<file path="config.mk">
export PLATFORM = sky130hd
export DESIGN_NAME = dm_arbiter
export DESIGN_NICKNAME = d
export VERILOG_FILES = /design/src/rtl/sisc_pkg.sv /design/src/rtl/arb_starve_ctr.sv /design/src/rtl/dm_arbiter.sv
export SDC_FILE = /design/constraint.sdc
export NUM_CORES = 1
export LEC_CHECK = 0
export ABC_AREA = 1
export CORE_ASPECT_RATIO = 1.2
export CORE_MARGIN = 3
export CORE_UTILIZATION = 35
export DETAILED_ROUTE_END_ITERATION = 8
export PLACE_DENSITY_LB_ADDON = 0.1
export SYNTH_ARGS = -nofsm -noshare
export SYNTH_HDL_FRONTEND = slang
export SYNTH_SLANG_ARGS = --single-unit
</file>
<file path="constraint.sdc">
create_clock -name CLK -period 2.9 [get_ports CLK]
set_input_delay 0.29 -clock CLK [delete_from_list [all_inputs] [get_ports CLK]]
set_output_delay 0.29 -clock CLK [all_outputs]
set_load 0.05 [all_outputs]
</file>
<file path="src/rtl/sisc_pkg.sv">
// sisc_pkg -- shared types and defaults for the data-memory arbiter.
// Rev 1.0
`default_nettype none

package sisc_pkg;

  localparam int AW_DEF = 16;
  localparam int DW_DEF = 32;

  typedef enum logic [1:0] {
    ARB_IDLE = 2'b00,
    ARB_CPU  = 2'b01,
    ARB_LDR  = 2'b10
  } arb_state_t;

endpackage

`default_nettype wire

</file>
<file path="src/rtl/arb_starve_ctr.sv">
// arb_starve_ctr -- 4-bit saturating counter of contested processor wins.
// Rev 1.0
`default_nettype none

module arb_starve_ctr #(
  parameter int STARVE_MAX = 4
) (
  input  logic CLK,
  input  logic RST_F,
  input  logic inc,
  input  logic clr,
  output logic sat
);

  localparam logic [3:0] MAX_VAL = 4'(STARVE_MAX);

  logic [3:0] count;

  always_ff @(posedge CLK or negedge RST_F) begin
    if (!RST_F) begin
      count <= 4'd0;
    end else if (clr) begin
      count <= 4'd0;
    end else if (inc && (count != MAX_VAL)) begin
      count <= count + 4'd1;
    end
  end

  assign sat = (count == MAX_VAL);

endmodule

`default_nettype wire

</file>
<file path="src/rtl/dm_arbiter.sv">
// dm_arbiter -- shares the single-port data memory between processor and loader.
// Rev 1.0
`default_nettype none

module dm_arbiter
  import sisc_pkg::*;
#(
  parameter int AW         = AW_DEF,
  parameter int DW         = DW_DEF,
  parameter int STARVE_MAX = 4
) (
  input  logic          CLK,
  input  logic          RST_F,
  input  logic          cpu_req,
  input  logic          cpu_we,
  input  logic [AW-1:0] cpu_addr,
  input  logic [DW-1:0] cpu_wdata,
  output logic          cpu_gnt,
  output logic [DW-1:0] cpu_rdata,
  output logic          cpu_rvalid,
  input  logic          ldr_req,
  input  logic          ldr_we,
  input  logic [AW-1:0] ldr_addr,
  input  logic [DW-1:0] ldr_wdata,
  output logic          ldr_gnt,
  output logic [DW-1:0] ldr_rdata,
  output logic          ldr_rvalid,
  input  logic          ldr_lock,
  output logic [AW-1:0] dm_addr,
  output logic [DW-1:0] dm_wdata,
  output logic          dm_we,
  input  logic [DW-1:0] dm_rdata
);

  arb_state_t    state;
  arb_state_t    next_state;
  logic          starve_inc;
  logic          starve_clr;
  logic          starve_sat;
  logic [DW-1:0] rd_q;

  arb_starve_ctr #(
    .STARVE_MAX (STARVE_MAX)
  ) u_starve (
    .CLK   (CLK),
    .RST_F (RST_F),
    .inc   (starve_inc),
    .clr   (starve_clr),
    .sat   (starve_sat)
  );

  always_ff @(posedge CLK or negedge RST_F) begin
    if (!RST_F) begin
      state <= ARB_IDLE;
    end else begin
      state <= next_state;
    end
  end

  always_comb begin
    next_state = ARB_IDLE;
    if ((state == ARB_LDR) && ldr_lock && ldr_req) begin
      next_state = ARB_LDR;
    end else if (cpu_req && ldr_req) begin
      next_state = starve_sat ? ARB_LDR : ARB_CPU;
    end else if (cpu_req) begin
      next_state = ARB_CPU;
    end else if (ldr_req) begin
      next_state = ARB_LDR;
    end
  end

  always_comb begin
    starve_inc = (next_state == ARB_CPU) && ldr_req;
    starve_clr = (next_state == ARB_LDR) || !ldr_req;
  end

  // The owner's command is captured at the granting edge, so requesters may
  // present their next access while the current one is on the memory bus.
  always_ff @(posedge CLK or negedge RST_F) begin
    if (!RST_F) begin
      dm_addr  <= '0;
      dm_wdata <= '0;
      dm_we    <= 1'b0;
    end else begin
      case (next_state)
        ARB_CPU: begin
          dm_addr  <= cpu_addr;
          dm_wdata <= cpu_wdata;
          dm_we    <= cpu_we;
        end
        ARB_LDR: begin
          dm_addr  <= ldr_addr;
          dm_wdata <= ldr_wdata;
          dm_we    <= ldr_we;
        end
        default: begin
          dm_addr  <= '0;
          dm_wdata <= '0;
          dm_we    <= 1'b0;
        end
      endcase
    end
  end

  always_ff @(posedge CLK or negedge RST_F) begin
    if (!RST_F) begin
      rd_q       <= '0;
      cpu_rvalid <= 1'b0;
      ldr_rvalid <= 1'b0;
    end else begin
      cpu_rvalid <= (state == ARB_CPU) && !dm_we;
      ldr_rvalid <= (state == ARB_LDR) && !dm_we;
      if ((state != ARB_IDLE) && !dm_we) begin
        rd_q <= dm_rdata;
      end
    end
  end

  assign cpu_gnt   = (state == ARB_CPU);
  assign ldr_gnt   = (state == ARB_LDR);
  assign cpu_rdata = rd_q;
  assign ldr_rdata = rd_q;

endmodule

`default_nettype wire

</file>
==> results.tsv <==
stage	metric	value	unit
floorplanning	die-area	12400	sq um
clocking	clock_path_buffers	2	
power_and_ir_drop	ir_worst_vdd	0.000326	V
hold_path	worstHoldPathType	in -> async	
floorplanning	rows	41	
floorplanning	die_y	121	microns
routing	drc_errors	0	
clocking	cts_num_sinks	89	
grt	gr-total-overflow	0	
grt	gr-usage-all-layers	18.7	%
final_layout	area_growth_syn_to_layout	69.2	%
floorplanning	boundaryPins	252	
critical_path	cp-start-kind	flop	
sta	post-route-min-period	2270	ps
place	pre_cts_ws	555	ps
place	gp_congestion	0.794	
final_layout	fin_nets	785	
final_layout	multi_input_area	1120	sq um
clocking	clk_pin_slew	60	ps
critical_path	crit_path_end_kind	flop	
sta	layout_setup_ws	631	ps
routing	firstDrtPassIters	4	
final_layout	layout-drive-gt1-share	4.15	%
grt	grt_max_degree	90	
synth	synth_seq_cells	89	
sta	worst_pin_slew	1130	ps
power_and_ir_drop	p_leak	2.92	nW
routing	wire_per_inst	15.0	microns
critical_path	cp-startpoint	u_starve.count[0]	
place	hpwl	9020	microns
critical_path	r2r_start	u_starve.count[0]	
sta	fin_tns_setup	0	ps
critical_path	worstPathRequired	3150	ps
critical_path	reg2reg_slack	630	ps
critical_path	arrival	2520	ps
final_layout	final_common_cell	clkdlybuf4s50_1	
clocking	post_cts_resized	0	
routing	wirelength	11700	microns
routing	num_vias	3543	
synth	synth-edff-count	0	
floorplanning	die_x	102	microns
final_layout	fillCellCount	933	
critical_path	worstSetupPathType	reg -> reg	
final_layout	register_area	2230	sq um
final_layout	finalNonFillerCells	780	
sta	maxSlewViolCount	0	
grt	antenna_found_initial	0	
power_and_ir_drop	power_density	649	nW/um^2
clocking	post_cts_buffers	0	
clocking	cts_buffers	9	
synth	netlist_instances	433	
synth	avgSynthCellArea	8.94	sq um
synth	synth.cell_area	3870	sq um
clocking	clkLatencyLatePin	330	ps
floorplanning	core_area	10700	sq um
synth	synth_flop_cell	dfrtp_1	
critical_path	crit_fanout	34	
synth	yosysUniqueCellTypes	20	
synth	ys_seq_area_share	57.5	%
sta	hold_viol	0	
job	maxCapViolations	0	
sta	fmaxAchievable	0.441	GHz
synth	synthArstFlopShare	100	%
sta	setup-violations-final	0	
place	io_buffers	251	
final_layout	antenna_cells	0	
grt	grt_pass1_wl	17800	microns
routing	vias_per_cell	4.54	
synth	yosys_warnings	0	
clocking	holdBufCountCts	0	
final_layout	layout_common_cells	clkdlybuf4s50_1 (250), nand2_1 (145), dfrtp_1 (89)	
place	dpl_cell_area	6240	sq um
sta	period_share	78.2	%
run_status	status	finished clean	
routing	ant_nets	0	
clocking	ctsRootBufferMaster	clkbuf_16	
clocking	cts_max_level	3	
sta	max_slew_margin	24.8	%
floorplanning	start_util	36.3	%
place	numPlacedInstances	764	
sta	holdWs	139	ps
synth	syn-num-nets	572	
clocking	cts_tree	yes	
routing	drt_iter0_drc	132	
final_layout	fin_area	6550	sq um
grt	grt_pass1_vias	3533	
sta	rsz0062_at_grt	false	
sta	clock_skew	6.93	ps
kinds of logic (layout without fill, tap and decap cells):
| family | Yosys count | count (layout) | share of synthesized area, % |
|---|---|---|---|
| buf+inv | 96 | 314 | 13.7 |
| compound gates | 82 | 82 | 11.0 |
| simple gates | 161 | 161 | 16.3 |
| xor+xnor | 1 | 1 | 0.226 |
| flops | 89 | 89 | 57.5 |
| fa+ha+maj | 4 | 4 | 1.29 |
layout make-up:
class | count | area share, %
tap | 129 | 2.46
clock inverter | 2 | 0.535
timing repair buffer | 257 | 39.4
inverter | 41 | 2.35
sequential | 89 | 34.0
clock buffer | 14 | 4.18
multi-input combinational | 248 | 17.1
worst paths after layout:
check	end	cells after the start
worst max-delay path	dm_addr[10]	10
worst min-delay path	cpu_rdata[29]	1
worst max register to register	dm_addr[10]	10
worst min register to register	cpu_rvalid	1
max in group asynchronous	dm_addr[9]	1
min in group CLK	dm_wdata[13]	3
sequential cells by signal, indices dropped and copies added, names as in the netlist:
name and count:
dm_addr 16, dm_we 1, cpu_rdata 32, state 2, cpu_rvalid 1, u_starve.count 4
ldr_rvalid 1, dm_wdata 32
power by group:
| part | total (W) | internal (W) | switching (W) |
|---|---|---|---|
| Combinational | 0.00160 | 0.000571 | 0.00103 |
| Sequential | 0.00145 | 0.00137 | 0.0000779 |
| Clock | 0.00120 | 0.000738 | 0.000461 |
| Total | 0.00425 | 0.00268 | 0.00157 |
cell usage after synthesis (3+ instances only):
| master | count | area (sq um) |
|---|---|---|
| inv_1 | 41 | 154 |
| nand3_1 | 6 | 30.0 |
| dfrtp_1 | 89 | 2230 |
| a21oi_1 | 49 | 245 |
| nand2_1 | 145 | 544 |
| o21ai_0 | 31 | 155 |
| clkbuf_1 | 3 | 11.3 |
| nor2_1 | 3 | 11.3 |
| buf_4 | 37 | 278 |
| ha_1 | 4 | 50.1 |
| buf_2 | 12 | 60.1 |
critical path, cell delays in order, from the launching register on:
cell	delay [ps]
dfrtp_1	430
inv_1	100
ha_1	180
nand3_1	80
nand3_1	100
nand2_1	80
inv_1	90
ha_2	630
buf_4	290
nand2_1	70
a21oi_1	150
per-stage QoR:
stage	total power, W	util, %
CTS	0.00429	61.4
finish	0.00425	61.4
floorplan	0.00250	-
global placement	0.00306	58.5
detailed placement	0.00308	58.5
global route	0.00442	61.4
routing by layer:
layer | up-vias | global-route usage (%) | share of wire, %
met5 | - | 0 | 0
met4 | 0 | 6.07 | 1.7
met3 | 12 | 7.42 | 11
met2 | 171 | 31.7 | 51
met1 | 1622 | 21.4 | 36
li1 | 1738 | - | -
No activity file was read; power rests on OpenSTA's default activity.
